**src/rtl/sio_fifo_ctrl.sv**
```systemverilog
// ---------------------------------------------------------------------------
// sio_fifo_ctrl
//   Autonomous sequencer between the host I/O decode and simple_sio. It polls
//   the SIO status register and drains received bytes into an RX FIFO. It also
//   feeds bytes from a TX FIFO into the SIO whenever the SIO reports tx_ready,
//   so the host never has to poll per byte.
//
// Ports
//   clk, rst          system clock (same clock as simple_sio), async active-high reset
//   en_i              1: sequencer runs; 0: finish current transaction, then hold IDLE
//   tx_push_i/din_i   host write into TX FIFO (ignored when full)
//   tx_full_o         TX FIFO full
//   tx_level_o        TX FIFO occupancy (0 .. 2**AW)
//   rx_pop_i          host read strobe from RX FIFO (ignored when empty)
//   rx_dout_o         RX FIFO head, show-ahead
//   rx_empty_o        RX FIFO empty
//   rx_overrun_o      sticky: byte received while RX FIFO full (byte dropped)
//   ovr_clr_i         clears rx_overrun_o (a simultaneous new overrun wins)
//   sio_ce_o/rd_o/wr_o/cd_o/wdata_o   strobes and data towards simple_sio
//   sio_rdata_i       simple_sio data_out (status: bit1 rx_ready, bit0 tx_ready)
// ---------------------------------------------------------------------------
module sio_fifo_ctrl #(
  parameter int AW       = 3,
  parameter int POLL_GAP = 2
) (
  input  logic          clk,
  input  logic          rst,
  input  logic          en_i,
  input  logic          tx_push_i,
  input  logic [7:0]    tx_din_i,
  output logic          tx_full_o,
  output logic [AW:0]   tx_level_o,
  input  logic          rx_pop_i,
  output logic [7:0]    rx_dout_o,
  output logic          rx_empty_o,
  output logic          rx_overrun_o,
  input  logic          ovr_clr_i,
  output logic          sio_ce_o,
  output logic          sio_rd_o,
  output logic          sio_wr_o,
  output logic          sio_cd_o,
  output logic [7:0]    sio_wdata_o,
  input  logic [7:0]    sio_rdata_i
);

  localparam int         DEPTH      = 1 << AW;
  localparam logic [3:0] GAP_RELOAD = 4'(POLL_GAP);

  typedef enum logic [2:0] {
    S_IDLE,
    S_STAT_RD,
    S_STAT_CAP,
    S_DATA_RD,
    S_DATA_CAP,
    S_DATA_WR
  } state_t;

  state_t      state_q;
  logic [3:0]  gap_q;
  logic        sio_ce_q, sio_rd_q, sio_wr_q, sio_cd_q;
  logic [7:0]  sio_wdata_q;
  logic        rx_overrun_q, rx_overrun_d;

  // -------------------------------------------------------------------------
  // FIFO storage and pointers. Pointers carry one extra wrap bit so that
  // full and empty can be told apart with equal low bits.
  // -------------------------------------------------------------------------
  logic [7:0]  tx_mem [DEPTH];
  logic [7:0]  rx_mem [DEPTH];
  logic [AW:0] tx_wr_q, tx_wr_d, tx_rd_q, tx_rd_d;
  logic [AW:0] rx_wr_q, rx_wr_d, rx_rd_q, rx_rd_d;

  logic tx_empty, tx_full, rx_empty, rx_full;
  logic tx_push_ok, tx_pop_ok, rx_push_ok, rx_pop_ok, rx_drop;
  logic [7:0] tx_head;

  assign tx_empty = (tx_wr_q == tx_rd_q);
  assign tx_full  = (tx_wr_q[AW] != tx_rd_q[AW]) && (tx_wr_q[AW-1:0] == tx_rd_q[AW-1:0]);
  assign rx_empty = (rx_wr_q == rx_rd_q);
  assign rx_full  = (rx_wr_q[AW] != rx_rd_q[AW]) && (rx_wr_q[AW-1:0] == rx_rd_q[AW-1:0]);

  // Full/empty are judged on the pre-cycle state, so a host push into a full
  // TX FIFO is dropped even while the sequencer pops, and a host pop of an
  // empty RX FIFO is dropped even while the sequencer pushes.
  assign tx_push_ok = tx_push_i && !tx_full;
  assign tx_pop_ok  = (state_q == S_DATA_WR);
  assign rx_push_ok = (state_q == S_DATA_CAP) && !rx_full;
  assign rx_drop    = (state_q == S_DATA_CAP) && rx_full;
  assign rx_pop_ok  = rx_pop_i && !rx_empty;

  assign tx_head = tx_mem[tx_rd_q[AW-1:0]];

  always_comb begin
    tx_wr_d = tx_wr_q;
    tx_rd_d = tx_rd_q;
    rx_wr_d = rx_wr_q;
    rx_rd_d = rx_rd_q;
    if (tx_push_ok) tx_wr_d = tx_wr_q + 1'b1;
    if (tx_pop_ok)  tx_rd_d = tx_rd_q + 1'b1;
    if (rx_push_ok) rx_wr_d = rx_wr_q + 1'b1;
    if (rx_pop_ok)  rx_rd_d = rx_rd_q + 1'b1;
  end

  // Set has priority over clear so an overrun is never lost.
  always_comb begin
    rx_overrun_d = rx_overrun_q;
    if (ovr_clr_i) rx_overrun_d = 1'b0;
    if (rx_drop)   rx_overrun_d = 1'b1;
  end

  always_ff @(posedge clk or posedge rst) begin
    if (rst) begin
      tx_wr_q      <= '0;
      tx_rd_q      <= '0;
      rx_wr_q      <= '0;
      rx_rd_q      <= '0;
      rx_overrun_q <= 1'b0;
    end else begin
      tx_wr_q      <= tx_wr_d;
      tx_rd_q      <= tx_rd_d;
      rx_wr_q      <= rx_wr_d;
      rx_rd_q      <= rx_rd_d;
      rx_overrun_q <= rx_overrun_d;
    end
  end

  // Memory contents need no reset; only the pointers define validity.
  always_ff @(posedge clk) begin
    if (tx_push_ok) tx_mem[tx_wr_q[AW-1:0]] <= tx_din_i;
    if (rx_push_ok) rx_mem[rx_wr_q[AW-1:0]] <= sio_rdata_i;
  end

  // -------------------------------------------------------------------------
  // Sequencer. Strobes are registered and asserted for exactly the cycle the
  // FSM spends in the matching state, so they are set on entry to that state.
  // SIO read data is valid one cycle after sio_rd, i.e. in the *_CAP states.
  // -------------------------------------------------------------------------
  always_ff @(posedge clk or posedge rst) begin
    if (rst) begin
      state_q     <= S_IDLE;
      gap_q       <= '0;
      sio_ce_q    <= 1'b0;
      sio_rd_q    <= 1'b0;
      sio_wr_q    <= 1'b0;
      sio_cd_q    <= 1'b0;
      sio_wdata_q <= '0;
    end else begin
      sio_ce_q <= 1'b0;
      sio_rd_q <= 1'b0;
      sio_wr_q <= 1'b0;
      sio_cd_q <= 1'b0;
      case (state_q)
        S_IDLE: begin
          if (en_i && (gap_q == 4'd0)) begin
            state_q  <= S_STAT_RD;
            sio_ce_q <= 1'b1;
            sio_rd_q <= 1'b1;
            sio_cd_q <= 1'b1;
          end else if (gap_q != 4'd0) begin
            gap_q <= gap_q - 4'd1;
          end
        end
        S_STAT_RD: begin
          state_q <= S_STAT_CAP;
        end
        S_STAT_CAP: begin
          // Receive is served first so bursts never stall behind transmit.
          if (sio_rdata_i[1]) begin
            state_q  <= S_DATA_RD;
            sio_ce_q <= 1'b1;
            sio_rd_q <= 1'b1;
          end else if (sio_rdata_i[0] && !tx_empty) begin
            state_q     <= S_DATA_WR;
            sio_ce_q    <= 1'b1;
            sio_wr_q    <= 1'b1;
            sio_wdata_q <= tx_head;
          end else begin
            state_q <= S_IDLE;
            gap_q   <= GAP_RELOAD;
          end
        end
        S_DATA_RD: begin
          state_q <= S_DATA_CAP;
        end
        S_DATA_CAP: begin
          state_q <= S_IDLE;
          gap_q   <= GAP_RELOAD;
        end
        S_DATA_WR: begin
          state_q <= S_IDLE;
          gap_q   <= GAP_RELOAD;
        end
        default: begin
          state_q <= S_IDLE;
          gap_q   <= '0;
        end
      endcase
    end
  end

  assign tx_full_o    = tx_full;
  assign tx_level_o   = tx_wr_q - tx_rd_q;
  assign rx_dout_o    = rx_mem[rx_rd_q[AW-1:0]];
  assign rx_empty_o   = rx_empty;
  assign rx_overrun_o = rx_overrun_q;
  assign sio_ce_o     = sio_ce_q;
  assign sio_rd_o     = sio_rd_q;
  assign sio_wr_o     = sio_wr_q;
  assign sio_cd_o     = sio_cd_q;
  assign sio_wdata_o  = sio_wdata_q;

endmodule
```
**config.mk**
```make
export PLATFORM = sky130hd
export DESIGN_NAME = sio_fifo_ctrl
export DESIGN_NICKNAME = d
export VERILOG_FILES = /design/src/rtl/sio_fifo_ctrl.sv
export SDC_FILE = /design/constraint.sdc
export NUM_CORES = 1
export LEC_CHECK = 0
export ABC_AREA = 1
export CORE_MARGIN = 2
export CORE_UTILIZATION = 35
export CTS_CLUSTER_SIZE = 12
export DETAILED_ROUTE_END_ITERATION = 8
export GPL_TIMING_DRIVEN = 0
export PLACE_DENSITY_LB_ADDON = 0.05
export SYNTH_ARGS = -nofsm -noshare
export SYNTH_HDL_FRONTEND = slang
export SYNTH_SLANG_ARGS = --single-unit
```
**constraint.sdc**
```tcl
create_clock -name clk -period 3 [get_ports clk]
set_input_delay 0.6 -clock clk [delete_from_list [all_inputs] [get_ports clk]]
set_output_delay 0.6 -clock clk [all_outputs]
set_load 0.01 [all_outputs]
```
Yosys cells after proc, flatten, opt, wreduce, memory -nomap -nowiden:

Memories as Yosys holds them, arrays and structs flattened. A register that Yosys moved wholly into a read port is not among the register bits.
Index checks and enable logic that the tools add are counted.

* $add $sub $neg: 6
* eq/ne operators: 16
* multiplexer cells: 24
* bitwise logic cells: 2
* reduce and logical (&&, ||, !) cells: 20

Operators by type and width (number)
* 4-bit by 1-bit adder with 4-bit output, second input constant: 4
* 4-bit two-way mux: 4
* 4-bit case mux with 4 select lines: 1
* 1-bit two-way mux: 13
* 3-bit case mux with 4 select lines: 1
* 2-bit inequality test, second input constant: 5
* 3-bit two-way mux: 3
* 4-bit equality test: 2
* 1-bit logical AND: 8
* 3-bit by 2-bit equality test with 1-bit output, second input constant: 2
* 3-bit equality test: 2
* 3-bit equality test, second input constant: 2
* 5-bit AND reduction: 1
* 1-bit logical NOT: 4
* 4-bit logical NOT: 1
* 1-bit case mux with 2 select lines: 2
* 4-bit nonzero test: 1
* 2-bit OR reduction: 2
* 4-bit by 1-bit subtractor with 4-bit output, second input constant: 1
* 4-bit subtractor: 1
* 3-bit by 1-bit equality test with 1-bit output, second input constant: 1
* 3-bit logical NOT: 1
* 3-bit AND reduction: 1
* 1-bit inequality test: 2
* 2 further kinds: 3

* register bits: 28
* RAM bits: 128
* output and inout bits: 27
* memories kept: 2

Memory list
* rx_mem: depth 8, width 8, read ports 1, clocked after Yosys merged registers in 0, wr ports 1, RTL line 69 `logic [7:0] rx_mem [DEPTH];`
* tx_mem: depth 8, width 8, read ports 1, clocked after Yosys merged registers in 1, wr ports 1, RTL line 68 `logic [7:0] tx_mem [DEPTH];`

Depth between registers and ports, before layout:

* word-level depth: 6
* mapped depth: 12
* gate-level depth less buffers: 10

Worst setup path after synthesis:

Ideal clock, no wire load.

* kind: register to register
* start point: reg tx_rd_q[1]
* end point: mem tx_mem[6][0], enable pin
* arrival time: 2250 ps
* data required time: 2605 ps
* slack: 355 ps
* stages on the path, launching flop included: 10
* buffers on the path: 2
* cell sequence: dfrtp_1 > buf_2 > inv_2 > buf_2 > ha_1 > nand2_1 > nor2_1 > nand2_1 > nand2_1 > nor4_1

* cells in the longest elaborated chain, start to end: 6

Ends and longest elaborated chain
* start, declared: RTL line 70 `logic [AW:0] tx_wr_q, tx_wr_d, tx_rd_q, tx_rd_d;`
* start signal, assigned: RTL line 120 `tx_rd_q <= tx_rd_d;`
* 3-bit equality test: RTL line 78 `assign tx_full = (tx_wr_q[AW] != tx_rd_q[AW]) && (tx_wr_q[AW-1:0] == tx_rd_q[AW-1:0]);`
* 1-bit logical AND: RTL line 78
* 1-bit logical NOT: RTL line 85 `assign tx_push_ok = tx_push_i && !tx_full;`
* 1-bit logical AND: RTL line 85
* 1-bit two-way mux: RTL line 129 `if (tx_push_ok) tx_mem[tx_wr_q[AW-1:0]] <= tx_din_i;`
* 1-bit two-way mux (not written as such): RTL line 129
* end, declared: RTL line 68

No other way between the ends.

Worst setup path after layout:

* start point: reg tx_rd_q[1]
* end point: mem tx_mem[0][2], enable pin

The elaborated chain is that of the path after synthesis.

==> parameters.txt <==
Parameter                              Value

Power and ir drop
  Net switching power    3320 uW
  Total internal power    5540 uW
  Peak supply drop    0.000741 V
  Portion of total power attributed to combinational logic    40.0%
  Static Leakage    0.00342 uW
  Portion of total power attributed to the clock network    25.8%
  Total power per unit cell area    1030 nW/um^2
  Part of the total power dissipated in sequential elements    34.3%
  Final Power    8860 uW
  Fraction of power spent switching nets    37.5%

Place
  Count of input and output buffers    48
  Placement Setup Slack    -0.472 ns
  Gp weighted congestion    0.771
  Post-detailed-placement cell area    7890 sq um
  HPWL reported at the end of detailed placement    11200 microns

Timing
  Tcrit/Tclk final    96.2%
  RSZ-0062 raised after global routing    yes
  Setup clock skew after layout    0.00861 ns
  Clock period minus worst slack    2.89 ns
  Setup-violating endpoint count in the final report    0
  Maximum clock rate    346 MHz
  Hold violation total from the final report    0
  Post-layout worst setup margin    0.113 ns
  Total negative setup slack    0 ns
  Worst slew pin tran    1.00 ns
  Final Max Tran Viols    0
  Remaining max-slew budget at the tightest pin    33.1%

GRT
  Remaining global-route overflow    0
  Maximum number of pins on one net before global-route repair    37
  Number of antenna violations at the first check in global routing    0
  Total routing resource utilization after global routing    16.9%
  Number of global-route vias before repair    4727
  First-pass GRT wire length    27200 microns

Yosys
  Most used flip-flop cell after synthesis    sky130_fd_sc_hd__edfxtp_1
  Register bit total from synthesis    164
  Part of the Yosys area used for sequential elements    67.2%
  Mean cell area of the mapped netlist    10.9 sq um
  Synth async-reset ratio    22.0%
  Summed instance area of the synthesized netlist    7060 sq um
  Cell count after synthesis    651
  Mapped Nets    682
  Post-synth cell types    34
  Number of warning messages in the yosys log    0
  Number of enable flip-flop cells after synthesis    128

Clock network
  Hold_buf cts    0
  CTS tree    done
  Bufs on Longest Clock Path    2
  Clock latency reported for the late side of the worst-skew pair    0.43 ns
  Post-CTS clock slew at the launch and capture registers of the worst setup and hold paths    0.07 ns
  Clock root buffer    sky130_fd_sc_hd__clkbuf_16
  CTS Sinks    164
  Count of H-tree levels built during CTS    4
  Number of buffers created by CTS    17

Cells and area
  Sequential Area    4750 sq um
  N_diodes    0
  Area growth from synthesis to final layout    22.0%
  Final nets    753
  Fill cell count    1880
  Post-route design area    8620 sq um
  Post-route core utilization    43.9%
  Share of post-route cells with drive strength above 1    13.2%
  Area used by multi-input combinational logic    2090 sq um

Floorplanning
  Die Ht    146 microns
  Total die area    21300 sq um
  Die width    146 microns
  Number of top-level pins    49
  Initial Utilization    35.9%
  Area of the core    19700 sq um
  Number of rows created at floorplan    51

Worst setup path
  Critical Path RT    3.05 ns
  Class of the most critical setup path    flip-flop to flip-flop
  Maximum fanout count along the critical path    10
  Worst r2r path cells    11
  Endpoint arrival time on the critical path    2.94 ns
  CP endpoint kind    flip-flop
  CP Launch Type    flip-flop

Detailed routing
  Detailed-router iteration count before antenna repair    5
  Via density per instance    4.80
  Antenna viol nets, final    0
  1st-iter DRT viols    302
  Total number of vias    4795
  Drt drc    0
  Wire length after detailed routing    17300 microns
  Average wire per cell in the routed design    17.3 microns

Status
  Run status    complete, no violations

Run
  Maxcap violations    0

Worst hold path
  Hold/Removal Path Class    flip-flop to flip-flop
  Worst hold path depth    2
==> registers in the layout (all words and copies together) (netlist names) <==
name and count:
sio_ce_o 1, rx_mem 64, sio_wdata_o 8, sio_cd_o 1, sio_wr_o 1, rx_rd_q 4
tx_rd_q 4, tx_mem 64, sio_rd_o 1, tx_wr_q 4, gap_q 4, state_q 3
rx_wr_q 4, rx_overrun_o 1
==> final timing paths <==
check	from	end	slack (ns)
worst max-delay path	tx_rd_q[1]$_DFFE_PP0N_	tx_mem[0][2]$_DFFE_PP_	0.11
worst max register to register	tx_rd_q[1]$_DFFE_PP0N_	tx_mem[0][2]$_DFFE_PP_	0.11
min in group asynchronous	rst	tx_wr_q[2]$_DFFE_PP0P_	0.65
worst min register to register	gap_q[1]$_DFFE_PP0P_	gap_q[1]$_DFFE_PP0P_	0.48
worst min-delay path	gap_q[1]$_DFFE_PP0P_	gap_q[1]$_DFFE_PP0P_	0.48
max in group asynchronous	rst	tx_wr_q[0]$_DFFE_PP0P_	1.76
==> cells in the mapped netlist (5+ instances only) <==
master | instances | share of area (%)
sky130_fd_sc_hd__o21ai_1 | 8 | 0.57
sky130_fd_sc_hd__dfrtp_1 | 36 | 13
sky130_fd_sc_hd__o21ai_0 | 45 | 3.2
sky130_fd_sc_hd__inv_1 | 24 | 1.3
sky130_fd_sc_hd__edfxtp_1 | 128 | 54
sky130_fd_sc_hd__ha_1 | 8 | 1.4
sky130_fd_sc_hd__nor2_1 | 71 | 3.8
sky130_fd_sc_hd__inv_2 | 9 | 0.48
sky130_fd_sc_hd__nand3_1 | 69 | 4.9
sky130_fd_sc_hd__xor2_1 | 7 | 0.87
sky130_fd_sc_hd__buf_2 | 20 | 1.4
sky130_fd_sc_hd__a21oi_1 | 5 | 0.35
sky130_fd_sc_hd__nand2_1 | 185 | 9.8
==> repair_timing <==
item / 4_1_cts / 5_1_grt
gates resized for setup: 16 / 21
buffers inserted: 2 / 1
endpoints found under the setup margin: 68 / 50
pin swaps: 1 / 0
==> power by group through the flow <==
stage / sequential [uW] / clock, uW / combinational, uW
6_report: 3040 / 2280 / 3540
5_1_grt: 3080 / 2440 / 3950
4_1_cts: 3040 / 2330 / 3520
3_5_place_dp: 3080 / 0 / 3410
3_3_place_gp: 3070 / 0 / 3390
2_1_floorplan: 3060 / 0 / 2080
==> per-layer routing <==
metal | track usage, % | vias to the layer above | share of wire, %
met5 | 0 | - | 0
li1 | - | 2351 | -
met4 | 5.58 | 0 | 1.6
met3 | 3.75 | 19 | 3.0
met2 | 28.7 | 95 | 50
met1 | 21.4 | 2330 | 45
==> cell usage in the layout (no fill, tap or decap), drive strengths merged <==
cell type / synthesis / routed
nand2: 190 / 190
edfxtp: 128 / 128
nor2: 77 / 77
nand3: 71 / 71
o21ai: 53 / 53
clkdlybuf4s50: 0 / 46
inv: 34 / 41
dfrtp: 36 / 36
buf: 22 / 24
clkbuf: 4 / 23
ha: 8 / 8
xor2: 7 / 7
a21oi: 5 / 5
xnor2: 5 / 5
clkinv: 0 / 4
nand4: 4 / 4
bufinv: 0 / 3
nor4: 2 / 2
a31o: 1 / 1
nor3: 1 / 1
o22ai: 1 / 1
or2: 1 / 1
fa: 1 / 1
clkinvlp: 0 / 1
dlymetal6s2s: 0 / 1
dlygate4sd2: 0 / 1
==> stage by stage <==
stage | instances | hold slack (ns)
6_report | 1000 | 0.479
5_1_grt | 1000 | 0.506
4_1_cts | 999 | 0.485
3_5_place_dp | 965 | 0.470
3_3_place_gp | 964 | 0.464
2_1_floorplan | 651 | 0.442
==> worst max-delay path, cell delays in order, from the launching register on <==
cell and delay, ns:
sky130_fd_sc_hd__dfrtp_1 0.40, sky130_fd_sc_hd__buf_6 0.14, sky130_fd_sc_hd__inv_4 0.15, sky130_fd_sc_hd__buf_6 0.20, sky130_fd_sc_hd__ha_1 0.24, sky130_fd_sc_hd__nand2_1 0.08, sky130_fd_sc_hd__nor2_2 0.05, sky130_fd_sc_hd__nand2_1 0.07
sky130_fd_sc_hd__nand2_1 0.16, sky130_fd_sc_hd__inv_2 0.14, sky130_fd_sc_hd__nand2_1 0.11, sky130_fd_sc_hd__nor2_1 0.74
==> cells by family (layout without fill, tap and decap cells) <==
group / Yosys count / in the layout / synth area share, %
DFF: 164 / 164 / 67.2
buffers and inverters: 60 / 144 / 3.68
adders and majority gates: 9 / 9 / 1.70
and+or+nand+nor: 346 / 346 / 21.5
xor gates and xnor gates: 12 / 12 / 1.59
AOI/OAI and AO/OA: 60 / 60 / 4.32
==> final cells by class <==
type,count,area share [%]
Sequential cell,164,55.1
Multi-Input combinational cell,427,24.2
Timing Repair Buffer,52,5.94
Clock buffer,17,4.94
Tap cell,265,3.85
Clock inverter,15,2.22
Buffer,26,2.19
Inverter,34,1.57
(Power assumes the default switching activity.)
